$ cat config.mk
export PLATFORM = sky130hd
export DESIGN_NAME = sd_block_responder
export DESIGN_NICKNAME = d
export VERILOG_FILES = /design/src/rtl/sd_block_responder.sv
export SDC_FILE = /design/constraint.sdc
export NUM_CORES = 1
export LEC_CHECK = 0
export CORE_UTILIZATION = 38
export CTS_CLUSTER_SIZE = 16
export DETAILED_ROUTE_END_ITERATION = 10
export GPL_TIMING_DRIVEN = 0
export PLACE_DENSITY = 0.84
export SLEW_MARGIN = 20
export SYNTH_ARGS = -nofsm -noshare
export SYNTH_HDL_FRONTEND = slang
export SYNTH_SLANG_ARGS = --single-unit
$ cat constraint.sdc
create_clock -name clk_sys -period 1.8 [get_ports clk_sys]
set_input_delay 0.18 -clock clk_sys [delete_from_list [all_inputs] [get_ports clk_sys]]
set_output_delay 0.18 -clock clk_sys [all_outputs]
set_load 0.005 [all_outputs]
$ cat src/rtl/sd_block_responder.sv
// sd_block_responder
//   Host-side model of the MiSTer SD block protocol, used in simulation builds.
//   It answers sector requests from the drive's track loader. A read streams
//   512 bytes from a backing image memory into the drive buffer. A write pulls
//   512 bytes out of the drive buffer and stores them in the image. It also
//   announces a mount (img_mounted/img_size) when asked to.
//
//   Build option: define SD_RESP_WRPROT_EN to write-protect the image. Writes
//   then still run the full handshake, but mem_wr is never asserted and
//   img_readonly is tied high.
//
// Parameters
//   IMG_ADDR_W   byte-address width of the image (2^(IMG_ADDR_W-9) sectors)
//   ACK_DELAY    idle cycles between accepting a request and raising sd_ack (1..255)
//
// Ports
//   clk_sys, reset_n                  clock, asynchronous active-low reset
//   mount_req, mount_size             mount pulse and image size in bytes
//   img_mounted, img_size             one-cycle mount strobe, registered size
//   img_readonly                      write-protect flag
//   sd_lba, sd_rd, sd_wr              drive request (sector, read level, write level)
//   sd_ack                            high for the whole byte transfer
//   sd_buff_addr/dout/wr/din          drive buffer port (1-cycle read latency on din)
//   mem_addr/rd/q/wr/d                image memory port (1-cycle read latency on q)
//   busy                              FSM not idle
module sd_block_responder #(
   parameter int unsigned IMG_ADDR_W = 20,
   parameter int unsigned ACK_DELAY  = 4
) (
   input  logic                  clk_sys,
   input  logic                  reset_n,
   input  logic                  mount_req,
   input  logic [63:0]           mount_size,
   output logic                  img_mounted,
   output logic [63:0]           img_size,
   output logic                  img_readonly,
   input  logic [31:0]           sd_lba,
   input  logic                  sd_rd,
   input  logic                  sd_wr,
   output logic                  sd_ack,
   output logic [8:0]            sd_buff_addr,
   output logic [7:0]            sd_buff_dout,
   output logic                  sd_buff_wr,
   input  logic [7:0]            sd_buff_din,
   output logic [IMG_ADDR_W-1:0] mem_addr,
   output logic                  mem_rd,
   input  logic [7:0]            mem_q,
   output logic                  mem_wr,
   output logic [7:0]            mem_d,
   output logic                  busy
);

   localparam int unsigned SEC_W = IMG_ADDR_W - 9;
   localparam logic [7:0] DELAY_LAST = 8'(ACK_DELAY - 1);

   localparam logic [2:0] StIdle    = 3'd0;
   localparam logic [2:0] StDelay   = 3'd1;
   localparam logic [2:0] StRdFetch = 3'd2;
   localparam logic [2:0] StRdPush  = 3'd3;
   localparam logic [2:0] StWrAddr  = 3'd4;
   localparam logic [2:0] StWrCap   = 3'd5;
   localparam logic [2:0] StDone    = 3'd6;

`ifdef SD_RESP_WRPROT_EN
   localparam logic WRITE_EN = 1'b0;
`else
   localparam logic WRITE_EN = 1'b1;
`endif

   logic [2:0]       state_q, state_d;
   logic [8:0]       byte_q, byte_d;
   logic [7:0]       delay_q, delay_d;
   logic [SEC_W-1:0] lba_q, lba_d;
   logic             is_rd_q, is_rd_d;
   logic             in_range_q, in_range_d;
   logic [63:0]      img_size_q;
   logic             img_mounted_q;

   // Range decision is taken once at accept; later mounts do not affect it.
   logic [54:0] req_sector;
   logic        lba_fits;
   logic        req_in_range;

   always_comb begin
      req_sector   = {23'd0, sd_lba};
      lba_fits     = (({32'd0, sd_lba}) >> SEC_W) == 64'd0;
      req_in_range = (req_sector < img_size_q[63:9]) && lba_fits;
   end

   always_comb begin
      state_d    = state_q;
      byte_d     = byte_q;
      delay_d    = delay_q;
      lba_d      = lba_q;
      is_rd_d    = is_rd_q;
      in_range_d = in_range_q;
      case (state_q)
         StIdle: begin
            if (sd_rd || sd_wr) begin
               lba_d      = sd_lba[SEC_W-1:0];
               is_rd_d    = sd_rd;  // read wins when both are high
               in_range_d = req_in_range;
               delay_d    = 8'd0;
               state_d    = StDelay;
            end
         end
         StDelay: begin
            if (delay_q == DELAY_LAST) begin
               byte_d  = 9'd0;
               state_d = is_rd_q ? StRdFetch : StWrAddr;
            end else begin
               delay_d = delay_q + 8'd1;
            end
         end
         StRdFetch: state_d = StRdPush;
         StRdPush: begin
            // 511 + 1 wraps to 0 as we leave for DONE.
            byte_d  = byte_q + 9'd1;
            state_d = (byte_q == 9'd511) ? StDone : StRdFetch;
         end
         StWrAddr: state_d = StWrCap;
         StWrCap: begin
            byte_d  = byte_q + 9'd1;
            state_d = (byte_q == 9'd511) ? StDone : StWrAddr;
         end
         StDone:  state_d = StIdle;
         default: state_d = StIdle;
      endcase
   end

   always_ff @(posedge clk_sys or negedge reset_n) begin
      if (!reset_n) begin
         state_q       <= StIdle;
         byte_q        <= 9'd0;
         delay_q       <= 8'd0;
         lba_q         <= '0;
         is_rd_q       <= 1'b0;
         in_range_q    <= 1'b0;
         img_size_q    <= 64'd0;
         img_mounted_q <= 1'b0;
      end else begin
         state_q       <= state_d;
         byte_q        <= byte_d;
         delay_q       <= delay_d;
         lba_q         <= lba_d;
         is_rd_q       <= is_rd_d;
         in_range_q    <= in_range_d;
         img_mounted_q <= mount_req;
         if (mount_req) begin
            img_size_q <= mount_size;
         end
      end
   end

   // Outputs decode the registered state, so they drop as soon as reset hits.
   logic xfer;

   always_comb begin
      xfer         = (state_q == StRdFetch) || (state_q == StRdPush) ||
                     (state_q == StWrAddr)  || (state_q == StWrCap);
      sd_ack       = xfer;
      sd_buff_addr = xfer ? byte_q : 9'd0;
      sd_buff_wr   = (state_q == StRdPush);
      sd_buff_dout = ((state_q == StRdPush) && in_range_q) ? mem_q : 8'h00;
      mem_addr     = xfer ? {lba_q, byte_q} : '0;
      mem_rd       = (state_q == StRdFetch) && in_range_q;
      mem_wr       = (state_q == StWrCap) && in_range_q && WRITE_EN;
      mem_d        = (state_q == StWrCap) ? sd_buff_din : 8'h00;
      busy         = (state_q != StIdle);
      img_mounted  = img_mounted_q;
      img_size     = img_size_q;
      img_readonly = ~WRITE_EN;
   end

endmodule

======== Word-level counts from Yosys, hierarchy flattened ========
Index checks and enable logic that the tools add are counted.
cells by class
  add/sub/neg operators ................... 2
  $lt $le $gt $ge ......................... 1
  eq/ne operators ......................... 10
  mux-type cells .......................... 15
  reduce and logical (&&, ||, !) cells .... 18
operator list
  operator                                        number
  logical NOT 64 bit                              1
  < comparator 32 x 55 -> 1 bit                   1
  2-to-1 mux 8 bit                                4
  2-to-1 mux 20 bit                               1
  2-to-1 mux 9 bit                                2
  one-hot mux 3 bit (6 select lines)              1
  one-hot mux 9 bit (2 select lines)              1
  one-hot mux 8 bit (2 select lines)              1
  2-to-1 mux 3 bit                                4
  adder 9 x 1 -> 9 bit (second input constant)    1
  == test 9 bit (second input constant)           1
  adder 8 x 1 -> 8 bit (second input constant)    1
  == test 8 x 2 -> 1 bit (second input constant)  1
  == test 3 x 2 -> 1 bit (second input constant)  2
  == test 3 bit (second input constant)           2
  inequality test 2 bit (second input constant)   3
  AND reduction 2 bit                             3
  logical AND 1 bit                               4
  logical OR 1 bit                                4
  nonzero test 2 bit                              2
  == test 3 x 1 -> 1 bit (second input constant)  1
  logical NOT 3 bit                               1
  AND reduction 3 bit                             1
  nonzero test 3 bit                              1
  other kinds (2)                                 2
storage, ports and cells
  bits in registers ....................... 98
  input port bits ......................... 117
  output and inout bits ................... 116
  word-level logic and storage cells ...... 54

======== Logic depth before layout (Yosys ltp) ========
Gate-level depths: netlist of the first run.
  depth after elaboration ................. 5
  gate-level depth with buffers ........... 8
  gate-level depth less buffers ........... 8

======== Worst setup path after synthesis of the first run ========
No wires, ideal clock.
  path kind ............................... register to register
  start ................................... register delay_q[0]
  end ..................................... register byte_q[5]
  library setup time ...................... 0.131 ns
  data arrival time ....................... 1.814 ns
  required time ........................... 1.669 ns
  setup slack ............................. -0.146 ns
  cell stages (with the launch flop) ...... 8
  path buffers ............................ 0
  period minus slack after synthesis ...... 1.946 ns
  path through ............................ dfrtp_1 ha_1 or4b_4 or4_4 inv_1 a21oi_2 o21ai_1 o31ai_1
on the way
  longest elaborated chain between the ends .. 3
ends and longest elaborated chain
  item                             line  source
  start, declared                  72    logic [7:0] delay_q, delay_d;
  start signal, assigned           144   delay_q <= delay_d;
  == test 8 x 2 -> 1 bit           108   if (delay_q == DELAY_LAST) begin
  inequality test 2 bit (no line)  --
  AND reduction 2 bit (no line)    --
  end signal, assigned             143   byte_q <= byte_d;
  end, declared                    71    logic [8:0] byte_q, byte_d;
No other way between the ends.
A chain may end at the register's enable or synchronous reset.

======== Worst setup path after layout of the first run ========
  start ................................... register delay_q[0]
  end ..................................... register byte_q[2]
Same word-level chain as after synthesis.

==> results of run 1 <==
## per-stage QoR
| step | hold slack (ps) | power [mW] | cell area [µm²] | utilization (%) | setup TNS (ps) |
|---|---|---|---|---|---|
| after floorplan | -116 | 4.15 | 5150 | - | -1530 |
| after global placement | 449 | 5.46 | 7680 | 58.0 | -348190 |
| after detailed placement | 155 | 5.55 | 7710 | 58.2 | -28560 |
| after CTS | 287 | 8.72 | 8610 | 65.0 | -8480 |
| after global routing | 308 | 9.43 | 8670 | 65.5 | -7510 |
| final | 302 | 8.94 | 8670 | 65.5 | -4880 |
## flip-flops by register name, indices dropped and copies added, names as in the netlist
| register | cells |
|---|---|
| state_q | 3 |
| lba_q | 11 |
| img_size | 64 |
| img_mounted | 1 |
| byte_q | 9 |
| in_range_q | 1 |
| is_rd_q | 1 |
| delay_q | 8 |
## power breakdown
| part | switching [mW] | internal [mW] |
|---|---|---|
| combinational | 1.64 | 2.18 |
| sequential | 0.287 | 2.57 |
| clock | 0.854 | 1.41 |
| total | 2.78 | 6.16 |
## final timing paths
kind	slack (ps)	endpoint	from	depth (start not counted)
min	300	img_mounted	mount_req	1
max	-270	byte_q[2]	delay_q[0]	7
min reg2reg	480	lba_q[6]	lba_q[6]	2
max in group asynchronous	840	img_size[31]	reset_n	3
min in group asynchronous	340	img_size[19]	reset_n	2
max reg2reg	-270	byte_q[2]	delay_q[0]	7
## routing by layer
layer,vias up,part of all wire (%),routed length (µm)
met1,2367,37,6200
met4,0,2.7,453
li1,2369,-,-
met3,28,8.9,1480
met5,-,0,0
met2,218,51,8570
## what timing repair did
action	4_1_cts	5_1_grt
endpoints found under the hold margin	46	0
setup buffers	28	15
resized for setup	200	70
hold buffers	1	0
setup endpoints to repair	81	93
gates cloned	3	0
pin swaps	21	18
## synth_stat cells, types with 6 or more instances
cell,count
nand3_1,13
ha_1,34
xor2_1,6
and3_1,8
nor2_1,17
nand4_1,9
inv_1,33
buf_4,11
o21ai_0,44
a21oi_1,16
nor4_1,10
mux2_2,34
clkbuf_1,12
nand2_1,83
o21ai_1,6
dfrtp_1,98
and2_1,41
## kinds of logic (layout without fill, tap and decap cells)
| family | after synthesis | in the layout |
|---|---|---|
| other | 1 | 1 |
| and+or+nand+nor | 202 | 202 |
| buffers and inverters | 63 | 352 |
| DFF | 98 | 98 |
| xor gates and xnor gates | 7 | 7 |
| muxes | 34 | 34 |
| adders and majority gates | 34 | 34 |
| AOI/OAI and AO/OA | 88 | 88 |
## worst reg2reg max path: stages (launching register included)
cell	delay, ps
dfrtp_1	370
ha_2	200
or4b_4	460
or4_4	470
o21ai_2	160
a211oi_2	90
a31oi_1	150
nor2_1	60
## final cells by class
cell class	count	area, µm²
Timing Repair Buffer	276	2660
Fill cell	1041	4570
Buffer	27	203
Clock inverter	5	108
Multi-Input combinational cell	366	2660
Inverter	33	124
Clock buffer	11	243
Sequential cell	98	2450
Tap cell	176	220
==> flow_summary.json, run 1 <==
{
  "clock_skew_ps": 9.99,
  "cp-end-kind": "register",
  "layout_commonest_cell": "clkdlybuf4s50_1",
  "drtIter0Drc": 208,
  "via_count": 4982,
  "gr-usage-all-layers_pct": 24.2,
  "clockRootBuffer": "clkbuf_16",
  "maxCapViolations": 0,
  "finalMaxSlewViolations": 0,
  "dieArea_mm2": 0.0140,
  "ys_ff_latch": 98,
  "syn_nets": 678,
  "synthFlopType": "dfrtp_1",
  "synth_mux_area_share_pct": 7.43,
  "synth_xor_area_share_pct": 1.19,
  "crit_fanout": 4,
  "grt_pass1_wl_um": 26300,
  "fmax_mhz": 484,
  "gp_congestion": 0.829,
  "finalCritPeriodShare_pct": 115,
  "netlist_instances": 527,
  "diodes": 0,
  "critPathSlowestCell": "or4_4",
  "tightest_slew_ps": 685,
  "io-pin-count": 233,
  "met3_usage_pct": 7.63,
  "stdcell_count": 992,
  "synth_top_area_share_pct": 47.6,
  "synth_area_leaders": "dfrtp_1, ha_1, mux2_2",
  "crit_family": "simple AND/OR/NAND/NOR gates",
  "clock_latency_ps": 350,
  "nets": 962,
  "grt-ovfl-total": 0,
  "drc": 0,
  "numCtsBuffers": 9,
  "violations": "setup timing",
  "dp.cells": 935,
  "async_reset_ff_share_pct": 100,
  "synthToLayoutAreaGrowth_pct": 68.4,
  "critical_path_required_ps": 2030,
  "slowest_delay_ps": 470,
  "grt_max_degree": 53,
  "wl_um": 16700,
  "crit_buf_inv": 0,
  "rows": 42,
  "rsz0062_at_grt": "true",
  "drt-wirelength-per-cell_um": 16.8,
  "antenna_found_initial": 0,
  "fin_crit_ps": 2070,
  "port_buffers": 231,
  "cts_tree": "done",
  "layout_common_cells": "clkdlybuf4s50_1, dfrtp_1, nand2_1, buf_6, o21ai_0",
  "leakage_nw": 4.01,
  "drtAntennaViolNets": 0,
  "path_cells": "ha_2 -> or4b_4 -> or4_4 -> o21ai_2 -> a211oi_2 -> a31oi_1 -> nor2_1",
  "hold_viol_final": 0,
  "start_util_pct": 38.9,
  "synth-seq-area-share_pct": 47.6,
  "cts_buffer_depth": 2,
  "crit_type": "reg -> reg",
  "first_pass_iters": 5,
  "synth_fa_ha_area_share_pct": 8.26,
  "met1_usage_pct": 25.9,
  "worstPathArrival_ps": 2300,
  "setup_viol": 41,
  "hpwl_um": 11900,
  "yosys_warnings": 0,
  "grt.busiest_layer": "met2",
  "yosys.area_share.simple_pct": 19.8,
  "vias_per_cell": 5.02,
  "ir_worst_vdd_uv": 521,
  "slew_headroom_pct": 54.3,
  "path_clk_slew_ps": 70,
  "htreeDepth": 3,
  "min_path_type": "in -> reg",
  "core_area_mm2": 0.0132,
  "global_route.usage.met2_pct": 43.6,
  "synth-compound-area-share_pct": 10.1,
  "die_x_um": 118,
  "syn-mean-instance-area_um2": 9.77,
  "synth_area_leader_cell": "dfrtp_1",
  "grt_pass1_vias": 5216,
  "dieHeight_um": 118,
  "fin_ws_ps": -267,
  "yosys.cell_types.count": 47,
  "synth-edff-count": 0,
  "dp_slack_ps": -688,
  "drive_above_1_share_pct": 26.0,
  "synth_top_family_by_area": "simple AND/OR/NAND/NOR gates",
  "clkSinkCount": 98,
  "crit_path_start_kind": "register",
  "syn_area_mm2": 0.00515,
  "status": "complete, but fails checks",
  "power.density_mw_per_mm2": 1030
}
No activity file was read; power rests on OpenSTA's default activity.
==> inputs of run 2 (changes only) <==
clock period = 1.7 ns   (was 1.8 ns; I/O delays follow)
==> run 2 against run 1 <==
The flow still finishes with violations (setup timing). Count of clock-buffer cells in the layout increased by 1. Worst setup slack lost 110 ps. Maximum frequency down 0.69%. Via count up 3.3%. Final cell count increased by 1.0%. Critical endpoint is now byte_q[7]. Largest cell class unchanged.
==> flow_summary.json, run 2 (synthesis results as in run 1) <==
{
  "status": "complete, but fails checks",
  "violations": "setup timing",
  "htreeDepth": 3,
  "tightest_slew_ps": 611,
  "leakage_nw": 4.05,
  "grt_pass1_vias": 5483,
  "antenna_found_initial": 0,
  "grt-ovfl-total": 0,
  "whs_ps": 292,
  "path_clk_slew_ps": 70,
  "nets": 974,
  "crit_type": "reg -> reg",
  "p_int_mw": 6.42,
  "grt_max_degree": 67,
  "cts_buffer_depth": 2,
  "crit_family": "simple AND/OR/NAND/NOR gates",
  "p_comb_share_pct": 48.1,
  "largest_reg_flops": 64,
  "top_layer": "met4",
  "drc": 0,
  "worstPathArrival_ps": 2300,
  "slew_headroom_pct": 59.3,
  "maxCapViolations": 0,
  "met2_length_um": 9020,
  "fmax_mhz": 480,
  "hold_viol_final": 0,
  "seqCellArea_mm2": 0.00245,
  "rsz0062_at_grt": "true",
  "clock_skew_ps": 6.09,
  "finalMaxSlewViolations": 0,
  "drtAntennaViolNets": 0,
  "crit_buf_inv": 1,
  "via_count": 5146,
  "numCtsBuffers": 9,
  "ir_worst_vdd_uv": 642,
  "layout_commonest_cell": "clkdlybuf4s50_1",
  "fin_setup_tns_ps": -12710,
  "clockRootBuffer": "clkbuf_16",
  "drtIter0Drc": 237,
  "vias_per_cell": 5.14,
  "dieArea_mm2": 0.0140,
  "grt_pass1_wl_um": 27300,
  "gr-usage-all-layers_pct": 25.1,
  "io-pin-count": 233,
  "clkSinkCount": 98,
  "hpwl_um": 11700,
  "power.density_mw_per_mm2": 1060,
  "clock_latency_ps": 350,
  "finalCritPeriodShare_pct": 122,
  "crit_fanout": 8,
  "wl_met1_um": 6730,
  "die_x_um": 118,
  "drive_above_1_share_pct": 30.5,
  "critical_path_required_ps": 1920,
  "layout_common_cells": "clkdlybuf4s50_1, dfrtp_1, nand2_1, buf_6, o21ai_0",
  "fin_crit_ps": 2080,
  "synthToLayoutAreaGrowth_pct": 74.1,
  "crit_path_start_kind": "register",
  "p_switching_mw": 3.10,
  "power_frac_seq_pct": 31.8,
  "first_pass_iters": 4,
  "drt-wirelength-per-cell_um": 17.8,
  "path_cells": "ha_2 -> or4b_4 -> or4_4 -> inv_2 -> a21oi_4 -> o21ai_2 -> o31ai_1",
  "dp_slack_ps": -533,
  "multiInputGateArea_mm2": 0.00276,
  "start_util_pct": 38.9,
  "dieHeight_um": 118,
  "slowest_delay_ps": 490,
  "power_frac_clock_pct": 20.1,
  "fillers": 970,
  "power.share.switching_pct": 32.6,
  "diodes": 0,
  "rows": 42,
  "min_path_type": "in -> async",
  "wl_um": 17800,
  "critPathSlowestCell": "or4_4",
  "met3WireLength_um": 1450,
  "gp_congestion": 0.844,
  "port_buffers": 231,
  "cp-end-kind": "register",
  "fin_ws_ps": -381,
  "core_area_mm2": 0.0132,
  "setup_viol": 59,
  "cts_tree": "done"
}
-- run 2: cell types whose count changed in the layout (fill, tap and decap cells not counted), sizes merged --
| cell | delta |
|---|---|
| buf | +42 |
| bufinv | -3 |
| clkbuf | -21 |
| clkinv | +2 |
| dlygate4sd2 | -4 |
| dlymetal6s2s | -4 |
| inv | -2 |
-- run 2: worst paths after layout --
path / startpoint / to / slack (ps) / depth (start not counted)
max: delay_q[0] / byte_q[7] / -380 / 7
min: reset_n / lba_q[8] / 290 / 2
max reg2reg: delay_q[0] / byte_q[7] / -380 / 7
min reg2reg: lba_q[5] / lba_q[5] / 470 / 2
max in group asynchronous: reset_n / img_size[55] / 760 / 3
min in group clk_sys: mount_req / img_mounted / 310 / 1
-- run 2: worst reg2reg max path, stage by stage (launching register included) --
cell	delay, ps
dfrtp_1	370
ha_2	190
or4b_4	470
or4_4	490
inv_2	100
a21oi_4	90
o21ai_2	160
o31ai_1	90
-- run 2: what timing repair did --
action	CTS	global route
resized for setup	300	78
hold endpoints to repair	32	0
setup endpoints to repair	85	81
pin swaps	34	28
hold buffers	1	0
gates cloned	3	0
setup buffers	44	13
-- run 2: cell type report --
| class | instances | share of cell area [%] |
|---|---|---|
| timing repair buffer | 288 | 32.5 |
| clock inverter | 2 | 0.154 |
| clock buffer | 12 | 2.86 |
| sequential | 98 | 27.4 |
| inverter | 33 | 1.41 |
| buffer | 27 | 2.41 |
| tap | 176 | 2.46 |
| multi-input combinational | 366 | 30.8 |
-- run 2: metrics by stage --
stage               total power, mW  util [%]  instance area (µm²)  cells
floorplan                      4.40         -                 5150    527
global placement               5.77      58.0                 7690    934
detailed placement             5.85      58.3                 7720    935
CTS                            8.80      65.3                 8650    995
global route                   10.0      67.7                 8970   1002
finish                         9.52      67.7                 8970   1002
-- run 2: layer usage --
metal	track usage, %	vias to the layer above
li1	-	2388
met4	13.2	0
met3	7.67	48
met2	43.9	244
met5	0	-
met1	27.1	2466
-- run 2: power groups by stage --
stage	clock network, mW	logic (mW)	registers (mW)
final	1.91	4.57	3.03
after global routing	2.04	4.89	3.07
after CTS	1.96	3.85	2.99
after detailed placement	0	2.82	3.03
after global placement	0	2.75	3.02
after floorplan	0	1.42	2.98
==> inputs of run 3 (changes only) <==
CORE_ASPECT_RATIO = 1.1   (was unset)
CTS_CLUSTER_DIAMETER = 50   (was unset)
==> run 3 against run 2 <==
Highest routed layer unchanged. Critical path depth decreased by 1. Non-clock buffer count fell by 12. Register-to-register slack improved by 50 ps. Largest power group unchanged. The run still ends with setup timing left. Critical endpoint is now byte_q[4]. Wire length fell by 8.4%. Worst setup slack improved by 52 ps. Flip-flop and latch count is the same.
==> flow_summary.json, run 3 (synthesis results as in run 1) <==
{
  "path_clk_slew_ps": 70,
  "layout_commonest_cell": "clkdlybuf4s50_1",
  "layout_common_cells": "clkdlybuf4s50_1, dfrtp_1, nand2_1, buf_6, o21ai_0",
  "final_core_util_pct": 66.6,
  "setup_viol": 61,
  "gp_congestion": 0.859,
  "largest_reg_flops": 64,
  "drtAntennaViolNets": 0,
  "cts_tree": "done",
  "crit_fanout": 8,
  "crit_type": "reg -> reg",
  "clockRootBuffer": "clkbuf_16",
  "clkSinkCount": 98,
  "dieArea_mm2": 0.0140,
  "die_x_um": 113,
  "crit_path_start_kind": "register",
  "finalCritPeriodShare_pct": 119,
  "worstPathArrival_ps": 2250,
  "whs_ps": 252,
  "min_path_type": "in -> async",
  "wl_um": 16300,
  "diodes": 0,
  "hpwl_um": 11800,
  "tightest_slew_ps": 741,
  "grt-ovfl-total": 0,
  "drt-wirelength-per-cell_um": 16.7,
  "grt_pass1_vias": 5114,
  "hold_viol_final": 0,
  "drtIter0Drc": 151,
  "htreeDepth": 3,
  "cp-end-kind": "register",
  "nets": 962,
  "drc": 0,
  "clock_skew_ps": 6.62,
  "vias_per_cell": 5.03,
  "critical_path_required_ps": 1920,
  "fin_crit_ps": 2030,
  "violations": "setup timing",
  "maxCapViolations": 0,
  "port_buffers": 231,
  "core_area_mm2": 0.0132,
  "dp_slack_ps": -610,
  "antenna_found_initial": 0,
  "synthToLayoutAreaGrowth_pct": 70.9,
  "power.density_mw_per_mm2": 1020,
  "io-pin-count": 233,
  "status": "complete, but fails checks",
  "ir_worst_vdd_uv": 486,
  "clock_latency_ps": 340,
  "cts_buffer_depth": 2,
  "numCtsBuffers": 9,
  "gr-usage-all-layers_pct": 23.6,
  "fmax_mhz": 493,
  "rsz0062_at_grt": "true",
  "p_total_mw": 8.99,
  "first_pass_iters": 4,
  "grt_max_degree": 78,
  "slew_headroom_pct": 50.6,
  "start_util_pct": 39.0,
  "drive_above_1_share_pct": 29.5,
  "leakage_nw": 3.97,
  "dieHeight_um": 124,
  "fin_ws_ps": -329,
  "via_count": 4915,
  "finalMaxSlewViolations": 0,
  "grt_pass1_wl_um": 25600,
  "rows": 44
}
run 3: cell count changes in the layout (fill, tap and decap cells not counted), moves of 3 or more:
cell,previous run,this run
nand3_1,10,13
buf_6,80,75
buf_4,27,20
clkbuf_2,3,6
run 3: cell type report:
| class | count | area [µm²] |
|---|---|---|
| Fill cell | 1037 | 4410 |
| Timing Repair Buffer | 275 | 2790 |
| Multi-Input combinational cell | 366 | 2730 |
| Sequential cell | 98 | 2450 |
| Clock buffer | 11 | 233 |
| Buffer | 28 | 224 |
| Tap cell | 161 | 201 |
| Inverter | 33 | 124 |
| Clock inverter | 5 | 41.3 |
run 3: worst paths after layout:
check                                 from            to  slack [ps]  cells past startpoint
worst max-delay path            delay_q[3]     byte_q[4]        -330                      6
worst min-delay path               reset_n      lba_q[7]         250                      2
worst max register to register  delay_q[3]     byte_q[4]        -330                      6
worst min register to register    lba_q[4]      lba_q[4]         480                      2
max in group asynchronous          reset_n  img_size[48]         770                      3
min in group clk_sys             mount_req   img_mounted         320                      1
run 3: stage by stage:
step,std cells,TNS (ps),cell area (µm²)
6_report,977,-10660,8800
5_1_grt,977,-14470,8800
4_1_cts,976,-11970,8600
3_5_place_dp,920,-41590,7700
3_3_place_gp,919,-366730,7670
2_1_floorplan,527,-3110,5150
run 3: what timing repair did:
action | in CTS | in global routing
pin swaps | 38 | 17
setup endpoints to repair | 84 | 109
buffers inserted | 37 | 7
hold endpoints to repair | 21 | 0
hold buffers | 1 | 0
resized for setup | 305 | 65
cloned | 3 | 0
run 3: per-layer routing:
layer | track usage (%) | routed length [µm] | vias up
met3 | 7.35 | 1330 | 27
met2 | 44.2 | 8750 | 186
li1 | - | - | 2362
met4 | 8.31 | 320 | 0
met5 | 0 | 0 | -
met1 | 25.2 | 5940 | 2340
run 3: critical path, stage by stage (launching register included):
cell     delay, ps
dfrtp_1        460
or4b_4         560
or4_4          480
inv_2          100
a21oi_4         90
o21ai_2        140
o21ai_1         90
run 3: report_power, final:
| group | switching, mW | internal, mW | total, mW |
|---|---|---|---|
| Combinational | 1.68 | 2.38 | 4.06 |
| Clock | 0.904 | 1.00 | 1.91 |
| Sequential | 0.306 | 2.72 | 3.02 |
| Total | 2.89 | 6.10 | 8.99 |
